[config.mk]
export PLATFORM = sky130hd
export DESIGN_NAME = add_seq_ctrl_flat
export DESIGN_NICKNAME = d
export VERILOG_FILES = /design/src/rtl/add_seq_if.sv /design/src/rtl/add_seq_ctrl.sv /design/src/flat_wrapper.sv
export SDC_FILE = /design/constraint.sdc
export NUM_CORES = 1
export LEC_CHECK = 0
export CORE_MARGIN = 2
export CORE_UTILIZATION = 46
export DETAILED_ROUTE_END_ITERATION = 10
export GPL_TIMING_DRIVEN = 0
export PLACE_DENSITY = 0.77
export SLEW_MARGIN = 25
export SYNTH_ARGS = -nofsm -noshare
export SYNTH_HDL_FRONTEND = slang
export SYNTH_SLANG_ARGS = --single-unit
[constraint.sdc]
create_clock -name clk -period 3.1 [get_ports clk]
set_input_delay 0.465 -clock clk [delete_from_list [all_inputs] [get_ports clk]]
set_output_delay 0.465 -clock clk [all_outputs]
set_load 0.01 [all_outputs]
[src/rtl/add_seq_if.sv]
// Handshake and operand/result bundle between a wide-operand requester and
// the byte-serial add/subtract sequencer.
interface add_seq_if #(
    parameter int NBYTES = 4
);
    localparam int W = 8 * NBYTES;

    logic         start;
    logic         sub;
    logic         cin;
    logic [W-1:0] a_word;
    logic [W-1:0] b_word;
    logic         abort;
    logic         busy;
    logic         done;
    logic         result_valid;
    logic [W-1:0] sum_word;
    logic         cout;
    logic         ovf;

    modport master (
        output start, sub, cin, a_word, b_word, abort,
        input  busy, done, result_valid, sum_word, cout, ovf
    );

    modport slave (
        input  start, sub, cin, a_word, b_word, abort,
        output busy, done, result_valid, sum_word, cout, ovf
    );
endinterface

[src/rtl/add_seq_ctrl.sv]
// Byte-serial wide add/subtract sequencer. One 8-bit prefix adder is reused
// once per byte, LSB first, with the inter-byte carry held in a register.

// 8-bit Kogge-Stone prefix adder with carry-in.
module add_seq_prefix8 (
    input  logic [7:0] a,
    input  logic [7:0] b,
    input  logic       ci,
    output logic [7:0] s,
    output logic       co
);
    logic [7:0] g0_s, p0_s, g1_s, p1_s, g2_s, p2_s, g3_s, p3_s;
    logic [8:0] c_s;

    assign g0_s = a & b;
    assign p0_s = a ^ b;

    // Three prefix levels (span 1, 2, 4) build group generate/propagate.
    for (genvar i = 0; i < 8; i++) begin : g_lvl
        if (i >= 1) begin : g_l1
            assign g1_s[i] = g0_s[i] | (p0_s[i] & g0_s[i-1]);
            assign p1_s[i] = p0_s[i] & p0_s[i-1];
        end else begin : g_l1p
            assign g1_s[i] = g0_s[i];
            assign p1_s[i] = p0_s[i];
        end
        if (i >= 2) begin : g_l2
            assign g2_s[i] = g1_s[i] | (p1_s[i] & g1_s[i-2]);
            assign p2_s[i] = p1_s[i] & p1_s[i-2];
        end else begin : g_l2p
            assign g2_s[i] = g1_s[i];
            assign p2_s[i] = p1_s[i];
        end
        if (i >= 4) begin : g_l3
            assign g3_s[i] = g2_s[i] | (p2_s[i] & g2_s[i-4]);
            assign p3_s[i] = p2_s[i] & p2_s[i-4];
        end else begin : g_l3p
            assign g3_s[i] = g2_s[i];
            assign p3_s[i] = p2_s[i];
        end
        // Carry into bit i+1 folds the external carry-in through the group.
        assign c_s[i+1] = g3_s[i] | (p3_s[i] & ci);
    end

    assign c_s[0] = ci;
    assign s      = p0_s ^ c_s[7:0];
    assign co     = c_s[8];
endmodule

module add_seq_ctrl #(
    parameter int NBYTES = 4
) (
    input  logic      clk,
    input  logic      rst,
    add_seq_if.slave  bus
);
    localparam int W    = 8 * NBYTES;
    localparam int IDXW = (NBYTES > 1) ? $clog2(NBYTES) : 1;
    localparam logic [IDXW-1:0] LAST_IDX = IDXW'(NBYTES - 1);

    typedef enum logic [1:0] {
        ST_IDLE = 2'd0,
        ST_ADD  = 2'd1,
        ST_DONE = 2'd2
    } state_t;

    state_t         state_r;
    logic [IDXW-1:0] idx_r;
    logic [W-1:0]   a_r;
    logic [W-1:0]   b_r;
    logic           sub_r;
    logic           carry_r;
    logic           busy_r;
    logic           done_r;
    logic           rv_r;
    logic [W-1:0]   sum_r;
    logic           cout_r;
    logic           ovf_r;

    logic [7:0]     a_byte_s;
    logic [7:0]     b_byte_s;
    logic [7:0]     b_eff_s;
    logic [7:0]     sum_byte_s;
    logic           co_s;

    assign a_byte_s = a_r[{idx_r, 3'b000} +: 8];
    assign b_byte_s = b_r[{idx_r, 3'b000} +: 8];
    // Subtraction is A + ~B + 1; the +1 is preloaded into the carry register.
    assign b_eff_s  = b_byte_s ^ {8{sub_r}};

    add_seq_prefix8 u_adder (
        .a  (a_byte_s),
        .b  (b_eff_s),
        .ci (carry_r),
        .s  (sum_byte_s),
        .co (co_s)
    );

    // Sequencer FSM with all outputs registered.
    always_ff @(posedge clk) begin
        if (rst) begin
            state_r <= ST_IDLE;
            idx_r   <= {IDXW{1'b0}};
            a_r     <= {W{1'b0}};
            b_r     <= {W{1'b0}};
            sub_r   <= 1'b0;
            carry_r <= 1'b0;
            busy_r  <= 1'b0;
            done_r  <= 1'b0;
            rv_r    <= 1'b0;
            sum_r   <= {W{1'b0}};
            cout_r  <= 1'b0;
            ovf_r   <= 1'b0;
        end else begin
            case (state_r)
                ST_IDLE: begin
                    // abort is irrelevant here; start alone decides.
                    if (bus.start) begin
                        a_r     <= bus.a_word;
                        b_r     <= bus.b_word;
                        sub_r   <= bus.sub;
                        carry_r <= bus.sub ? 1'b1 : bus.cin;
                        idx_r   <= {IDXW{1'b0}};
                        rv_r    <= 1'b0;
                        sum_r   <= {W{1'b0}};
                        busy_r  <= 1'b1;
                        state_r <= ST_ADD;
                    end else begin
                        state_r <= ST_IDLE;
                    end
                end
                ST_ADD: begin
                    if (bus.abort) begin
                        // Partial sum is left as is; cout/ovf keep old values.
                        idx_r   <= {IDXW{1'b0}};
                        busy_r  <= 1'b0;
                        state_r <= ST_IDLE;
                    end else begin
                        sum_r[{idx_r, 3'b000} +: 8] <= sum_byte_s;
                        carry_r <= co_s;
                        if (idx_r == LAST_IDX) begin
                            // Flags are loaded with the final byte so they are
                            // already valid in the cycle done is high.
                            cout_r  <= co_s;
                            ovf_r   <= (a_byte_s[7] == b_eff_s[7]) &&
                                       (sum_byte_s[7] != a_byte_s[7]);
                            done_r  <= 1'b1;
                            idx_r   <= {IDXW{1'b0}};
                            state_r <= ST_DONE;
                        end else begin
                            idx_r   <= idx_r + IDXW'(1);
                        end
                    end
                end
                ST_DONE: begin
                    // Completion wins over abort in this cycle.
                    done_r  <= 1'b0;
                    busy_r  <= 1'b0;
                    rv_r    <= 1'b1;
                    state_r <= ST_IDLE;
                end
                default: begin
                    done_r  <= 1'b0;
                    busy_r  <= 1'b0;
                    idx_r   <= {IDXW{1'b0}};
                    state_r <= ST_IDLE;
                end
            endcase
        end
    end

    assign bus.busy         = busy_r;
    assign bus.done         = done_r;
    assign bus.result_valid = rv_r;
    assign bus.sum_word     = sum_r;
    assign bus.cout         = cout_r;
    assign bus.ovf          = ovf_r;
endmodule

[src/flat_wrapper.sv]
// flat-port wrapper written by rule: the top's interface ports become plain ports
module add_seq_ctrl_flat 
#(
    parameter int NBYTES = 4
)
  (clk, rst, bus_start, bus_sub, bus_cin, bus_a_word, bus_b_word, bus_abort, bus_busy, bus_done, bus_result_valid, bus_sum_word, bus_cout, bus_ovf);
  add_seq_if #(.NBYTES(NBYTES)) bus_i ();
  input  logic clk;
  input  logic rst;
  input wire logic [$bits(bus_i.start)-1:0] bus_start;
  input wire logic [$bits(bus_i.sub)-1:0] bus_sub;
  input wire logic [$bits(bus_i.cin)-1:0] bus_cin;
  input wire logic [$bits(bus_i.a_word)-1:0] bus_a_word;
  input wire logic [$bits(bus_i.b_word)-1:0] bus_b_word;
  input wire logic [$bits(bus_i.abort)-1:0] bus_abort;
  output wire logic [$bits(bus_i.busy)-1:0] bus_busy;
  output wire logic [$bits(bus_i.done)-1:0] bus_done;
  output wire logic [$bits(bus_i.result_valid)-1:0] bus_result_valid;
  output wire logic [$bits(bus_i.sum_word)-1:0] bus_sum_word;
  output wire logic [$bits(bus_i.cout)-1:0] bus_cout;
  output wire logic [$bits(bus_i.ovf)-1:0] bus_ovf;
  assign bus_i.start = bus_start;
  assign bus_i.sub = bus_sub;
  assign bus_i.cin = bus_cin;
  assign bus_i.a_word = bus_a_word;
  assign bus_i.b_word = bus_b_word;
  assign bus_i.abort = bus_abort;
  assign bus_busy = bus_i.busy;
  assign bus_done = bus_i.done;
  assign bus_result_valid = bus_i.result_valid;
  assign bus_sum_word = bus_i.sum_word;
  assign bus_cout = bus_i.cout;
  assign bus_ovf = bus_i.ovf;
  add_seq_ctrl #(.NBYTES(NBYTES)) u_core (.clk(clk), .rst(rst), .bus(bus_i));
endmodule
== Word-level counts from Yosys, hierarchy flattened ==
Cells that the tools add are included.
Cells by class
  shifts and indexed selects: 4
  muxes and demuxes: 24
  reductions and logical operators: 11
  equal/unequal tests: 10
  $add $sub $neg: 2
  bitwise logic cells: 74
Operator list (count)
  $mux 32: 2
  $pmux 32 s2: 1
  $shiftx 32x6->8: 2
  $and 1x1->1: 42
  $bwmux 32: 1
  $shift 8x7->32 const A: 1
  $shiftx 8x7->32: 1
  $or 1x1->1: 25
  $xor 8x8->8: 3
  $mux 2: 5
  $mux 1: 9
  $reduce_and 3->1: 3
  $and 8x8->8: 1
  $pmux 1 s2: 4
  $reduce_and 2->1: 4
  $neg 5->7: 1
  $ne 2x2->1 const B: 3
  $pmux 2 s3: 1
  $eq 2x2->1 const B: 2
  $pmux 2 s2: 1
  $reduce_bool 2->1: 2
  $ne 3x2->1 const B: 1
  $not 1->1: 3
  $add 2x1->2 const B: 1
  other kinds (6): 6
Word-level totals
  word-level logic and storage cells: 137
  flip-flop bits (word level): 107
  output and inout bits: 37
  input bits: 70

== Logic depth before layout (Yosys ltp) ==
  depth in word-level cells: 14
  depth in mapped cells: 11

== Hierarchy ==
Synthesis repeated with hierarchy kept, for this count alone.
Unflattened totals
  cells, all modules: 530
  area total of the unflattened synthesis: 4754.6 sq um
By module, submodules not included
  add_seq_ctrl: area an instance 4449.3 sq um, times used 1, seq. area each 2142.1 sq um, cells each 494
  add_seq_prefix8: area an instance 305.3 sq um, times used 1, seq. area each 0.0 sq um, cells each 36

== Worst setup path before layout ==
OpenSTA, ideal clock, no wires.
  kind: register to register
  from: register u_core.idx_r[0]
  to: register u_core.carry_r
  slack: 0.143 ns
  path buffers: 3
  arrival time: 2.817 ns
  cell stages (with the launch flop): 12
  cell sequence: dfxtp_1 -> buf_4 -> buf_4 -> mux4_2 -> xor2_1 -> ha_1 -> and2_1 -> buf_2 -> a21oi_1 -> nand2_1 -> a311oi_1 -> a41oi_1
Between the ends
  cells in the longest elaborated chain, start to end: 12
Ends and longest elaborated chain
  start, declared: RTL line add_seq_ctrl.sv:68  | logic [IDXW-1:0] idx_r;
  start signal, assigned: RTL line add_seq_ctrl.sv:103  | idx_r <= {IDXW{1'b0}};
  start signal, assigned: RTL line add_seq_ctrl.sv:123  | idx_r <= {IDXW{1'b0}};
  start signal, assigned: RTL line add_seq_ctrl.sv:135  | idx_r <= {IDXW{1'b0}};
  $shiftx 32x6->8: RTL line add_seq_ctrl.sv:87  | assign b_byte_s = b_r[{idx_r, 3'b000} +: 8];
  $xor 8x8->8: RTL line add_seq_ctrl.sv:89  | assign b_eff_s = b_byte_s ^ {8{sub_r}};
  $xor 8x8->8 / $and 8x8->8 (equally long branches): RTL line add_seq_ctrl.sv:16, add_seq_ctrl.sv:15
  $and 1x1->1: RTL line add_seq_ctrl.sv:21  | assign g1_s[i] = g0_s[i] | (p0_s[i] & g0_s[i-1]);
  $or 1x1->1: RTL line add_seq_ctrl.sv:21
  $and 1x1->1: RTL line add_seq_ctrl.sv:28  | assign g2_s[i] = g1_s[i] | (p1_s[i] & g1_s[i-2]);
  $or 1x1->1: RTL line add_seq_ctrl.sv:28
  $and 1x1->1: RTL line add_seq_ctrl.sv:35  | assign g3_s[i] = g2_s[i] | (p2_s[i] & g2_s[i-4]);
  $or 1x1->1: RTL line add_seq_ctrl.sv:35
  $or 1x1->1 *: RTL line add_seq_ctrl.sv:42  | assign c_s[i+1] = g3_s[i] | (p3_s[i] & ci);
  $mux 1 *: RTL line add_seq_ctrl.sv:133  | if (bus.abort) begin
  $pmux 1 s2 *: RTL line add_seq_ctrl.sv:115  | case (state_r)
  end signal, assigned: RTL line add_seq_ctrl.sv:122  | carry_r <= bus.sub ? 1'b1 : bus.cin;
  end signal, assigned: RTL line add_seq_ctrl.sv:140  | carry_r <= co_s;
  end, declared: RTL line add_seq_ctrl.sv:72  | logic carry_r;
Mark *: on every way between the ends. The rest lies on a longest branch, timed or not. The select of a mux whose other input is x is not followed.
A chain may end at the register's enable or synchronous reset.

== Final worst setup path ==
Same ends and word-level chain as after synthesis.

==> summary.txt <==
========================================================================================
Initial drt markers                                                                  228
Share of the core filled with cells                                               62.22%
Global-route usage over all layers                                                23.69%
First-pass GRT wire length                                                      21.18 mm
DP HPWL                                                                         9.998 mm
Data required time at the worst endpoint                                         3360 ps
Post-synthesis net count                                                             636
Count of cell types in the netlist                                                    44
Sequential element share of the synthesized area                                  44.50%
NumNets Final                                                                        758
Number of buffers on the longest clock path                                            2
Critical path capture point type                                                register
Gate Count Post-Synth                                                                552
Post-detailed-route count of antenna-violating nets                                    0
Max cap viols                                                                          0
Height of the die                                                               106.3 um
Number of search-and-repair iterations in the first detailed-routing pass              5
Power per unit of standard cell area                                        466.3 nW/um^2
Via count of the first global-routing pass                                         4,384
Count of endpoints failing setup in the final report                                   0
Synthesized area per cell                                                     8.720 um^2
TritonCTS buffer count                                                                 9
Post-synthesis instance area                                                   4813 um^2
Horizontal die dimension                                                        106.3 um
Source of the critical timing path                                          u_core.idx_r[0]
Share of total power in combinational logic                                        18.1%
I/O Buffers                                                                          106
Final GP Congestion                                                               0.8983
Top-count cell post-synth                                                   sky130_fd_sc_hd__nand2_1
Maximum number of pins on one net before global-route repair                          19
Clock sink count                                                                     107
Worst setup path class                                                      register to register
CTS clk-pin slew, worst paths                                                     110 ps
Worst hold-check path type                                                  register to register
Clock root buffer                                                           sky130_fd_sc_hd__clkbuf_8
Average detailed-routed wire length per instance                                16.11 um
HP Start                                                                    u_core.b_r[17]
Number of inserted filler cells in the final layout                                  874
Post-synth ARST share                                                                 0%
Area of the die                                                              11,300 um^2
Worst-path cell with the longest stage delay                                sky130_fd_sc_hd__mux4_2
I/O pin count                                                                        107
Flop pwr share                                                                     49.4%
Final number of hold-violating endpoints                                               0
Capturing instance or port of the critical path                             u_core.carry_r
Crit path top cell by count                                                 sky130_fd_sc_hd__buf_12
Clock group share of total power                                                   32.5%
Crit path max fanout                                                                  10
Destination of the worst register-to-register timing path                   u_core.carry_r
Period minus WS final                                                            2980 ps
Max-slew headroom                                                                 59.15%
Power consumption                                                             0.002968 W
Initial antenna violation count                                                        0
Hold_buf cts                                                                           0
Synth top area cells                                                        sky130_fd_sc_hd__dfxtp_1 45%, sky130_fd_sc_hd__nand2_1 11%, sky130_fd_sc_hd__a21oi_1 8.4%
Number of flops mapped to enable cells by yosys                                        0
Fraction of layout instances using a drive strength above 1                       9.867%
Vias per inst                                                                      5.432
Highest achievable clock rate                                                  335.6 MHz
Internal reg-to-reg setup slack                                                   120 ps
Final critical-path share of the clock period                                     96.13%
Core area                                                                    10,230 um^2
Total of warnings raised by yosys                                                      0
Gr ovfl total                                                                          0
Unrepaired setup endpoints after global routing                                    false
Switching Fraction                                                                27.92%
DR DRC count                                                                           0
Switching pwr                                                                0.0008288 W
TritonCTS clock tree                                                                 yes
Final worst hold slack                                                          462.2 ps
Routed via count                                                                   4,427
Result of the run                                                              completed
Area growth, synth to finish                                                      32.26%
Clk Latency, worst-skew pair                                                      380 ps
Diodes inserted                                                                        0
Share of Yosys cell area claimed by the top area cell type                        44.50%
Worst Tran Pin Value                                                            612.8 ps
Reg-to-reg startpoint                                                       u_core.idx_r[0]
Ordered list of cells on the worst path                                     buf_12 -> buf_12 -> mux4_2 -> xor2_1 -> ha_1 -> and2_1 -> buf_2 -> a21oi_2 -> nand2_1 -> a311oi_2 -> a41oi_1
Path depth of the worst reg2reg path                                                  11
Kind of start point of the critical path                                        register
Ranking of synthesized cells by instance count                              140 x sky130_fd_sc_hd__nand2_1, 107 x sky130_fd_sc_hd__dfxtp_1, 81 x sky130_fd_sc_hd__a21oi_1, 31 x sky130_fd_sc_hd__nor2_1, 21 x sky130_fd_sc_hd__a22oi_1
Critical path's largest stage delay                                               510 ps
Total wire length                                                               13.13 mm
Maximum level of the CTS H-tree                                                        3
Int Pwr                                                                       0.002139 W
Dominant synthesized flop cell                                              sky130_fd_sc_hd__dfxtp_1
Arrival time at the worst endpoint                                               3240 ps
Initial Utilization                                                               47.05%
Pins Over Slew Limit                                                                   0
Register bit count reported by yosys                                                 107
Static leakage                                                                  2.392 nW
Clock tree skew after final layout                                              12.00 ps
Peak supply drop                                                             0.0002313 V
Cell accounting for the most synthesized area                               sky130_fd_sc_hd__dfxtp_1
Std cell rows                                                                         37
========================================================================================
==> layer usage <==
metal	global-route usage, %	part of all wire [%]
met1	28.61	42
met2	42.45	50
met3	3.985	6.0
met4	8.271	2.3
met5	0	0
==> worst min path at each step <==
| stage | depth (start not counted) | to |
|---|---|---|
| 4_1_cts | 2 | u_core.b_r[17] |
| 5_1_grt | 2 | u_core.b_r[16] |
| 3_5_place_dp | 2 | u_core.a_r[4] |
| 2_1_floorplan | 2 | u_core.a_r[16] |
| 6_report | 2 | u_core.b_r[17] |
| 3_3_place_gp | 2 | u_core.a_r[12] |
==> worst max-delay path: cells and delay by family, from the launching register on <==
kind / cells / cell delay, ps
flip-flops: 1 / 390
buffers and inverters: 3 / 460
multiplexers: 1 / 510
AND/OR/NAND/NOR: 2 / 270
XOR/XNOR: 1 / 160
adder cells (fa/ha/maj): 1 / 360
AO/OA/AOI/OAI: 3 / 710
==> sequential cells by signal, summed over array words and instances (netlist names) <==
| name | cells |
|---|---|
| u_core.a_r | 32 |
| u_core.b_r | 32 |
| u_core.bus.busy | 1 |
| u_core.bus.cout | 1 |
| u_core.bus.done | 1 |
| u_core.bus.ovf | 1 |
| u_core.bus.result_valid | 1 |
| u_core.bus.sum_word | 32 |
| u_core.carry_r | 1 |
| u_core.idx_r | 2 |
| u_core.state_r | 2 |
| u_core.sub_r | 1 |
==> layout make-up <==
type	count	area (um^2)	share of cell area, %
clock inverters	6	96.34	1.513
flip-flops and latches	107	2146	33.71
clock buffers	10	127.6	2.005
inverters	9	33.78	0.5307
plain buffers	37	201.4	3.164
multi-input cells	399	2492	39.15
repair buffers	111	1099	17.26
well taps	136	170.2	2.673
==> metrics by stage <==
| step | cells | TNS, ps | area, um^2 | setup WS (ps) |
|---|---|---|---|---|
| CTS | 811 | 0 | 6312 | 5.083 |
| global route | 815 | 0 | 6366 | 2.809 |
| finish | 815 | 0 | 6366 | 119.8 |
| floorplan | 552 | 0 | 4813 | 142.9 |
| global placement | 794 | -1961 | 6045 | -364.5 |
| detailed placement | 794 | -3006 | 6045 | -388.3 |
==> power by group through the flow <==
stage / Clock [W] / Combinational [W] / Sequential, W
after floorplan: 0 / 0.000309 / 0.00149
after global placement: 0 / 0.000487 / 0.00149
after detailed placement: 0 / 0.000504 / 0.00150
after CTS: 0.000967 / 0.000517 / 0.00147
after global routing: 0.00102 / 0.000585 / 0.00147
final: 0.000966 / 0.000536 / 0.00147
==> kinds of logic after synthesis <==
| family | after synthesis | share of synthesized area (%) |
|---|---|---|
| simple gates | 217 | 20.54 |
| xor+xnor | 11 | 2.002 |
| fa+ha+maj | 14 | 3.795 |
| mux | 16 | 7.486 |
| compound gates | 141 | 17.44 |
| flops | 107 | 44.50 |
| buf+inv | 46 | 4.237 |
==> layout by cell type, fill, tap and decap left out, types with 2 or more instances in the layout <==
master and count:
sky130_fd_sc_hd__buf_1 6, sky130_fd_sc_hd__dfxtp_1 106, sky130_fd_sc_hd__o211ai_1 2, sky130_fd_sc_hd__clkbuf_1 15, sky130_fd_sc_hd__nor2_1 31, sky130_fd_sc_hd__xor2_1 9
sky130_fd_sc_hd__and2_1 3, sky130_fd_sc_hd__clkbuf_8 9, sky130_fd_sc_hd__nand2_1 140, sky130_fd_sc_hd__nor2b_1 3, sky130_fd_sc_hd__nor3_1 6, sky130_fd_sc_hd__o21ai_0 3
sky130_fd_sc_hd__inv_1 9, sky130_fd_sc_hd__nor4_4 2, sky130_fd_sc_hd__a211o_1 2, sky130_fd_sc_hd__a21o_1 5, sky130_fd_sc_hd__mux4_2 16, sky130_fd_sc_hd__clkdlybuf4s50_1 106
sky130_fd_sc_hd__ha_1 13, sky130_fd_sc_hd__buf_2 12, sky130_fd_sc_hd__nand2b_2 2, sky130_fd_sc_hd__nand3_1 2, sky130_fd_sc_hd__a22oi_1 21, sky130_fd_sc_hd__buf_4 6
sky130_fd_sc_hd__nor3b_1 3, sky130_fd_sc_hd__a211oi_1 2, sky130_fd_sc_hd__nand2b_1 5, sky130_fd_sc_hd__buf_12 2, sky130_fd_sc_hd__bufinv_16 2, sky130_fd_sc_hd__nand3b_1 16
sky130_fd_sc_hd__a21oi_1 80, sky130_fd_sc_hd__o21ai_1 14
==> what timing repair did <==
| action | CTS | global route |
|---|---|---|
| endpoints found under the setup margin | 19 | 13 |
| gates resized for setup | 10 | 6 |
| setup buffers | 1 | 4 |
| pin swaps | 1 | 4 |
No activity file was read; power rests on OpenSTA's default activity.
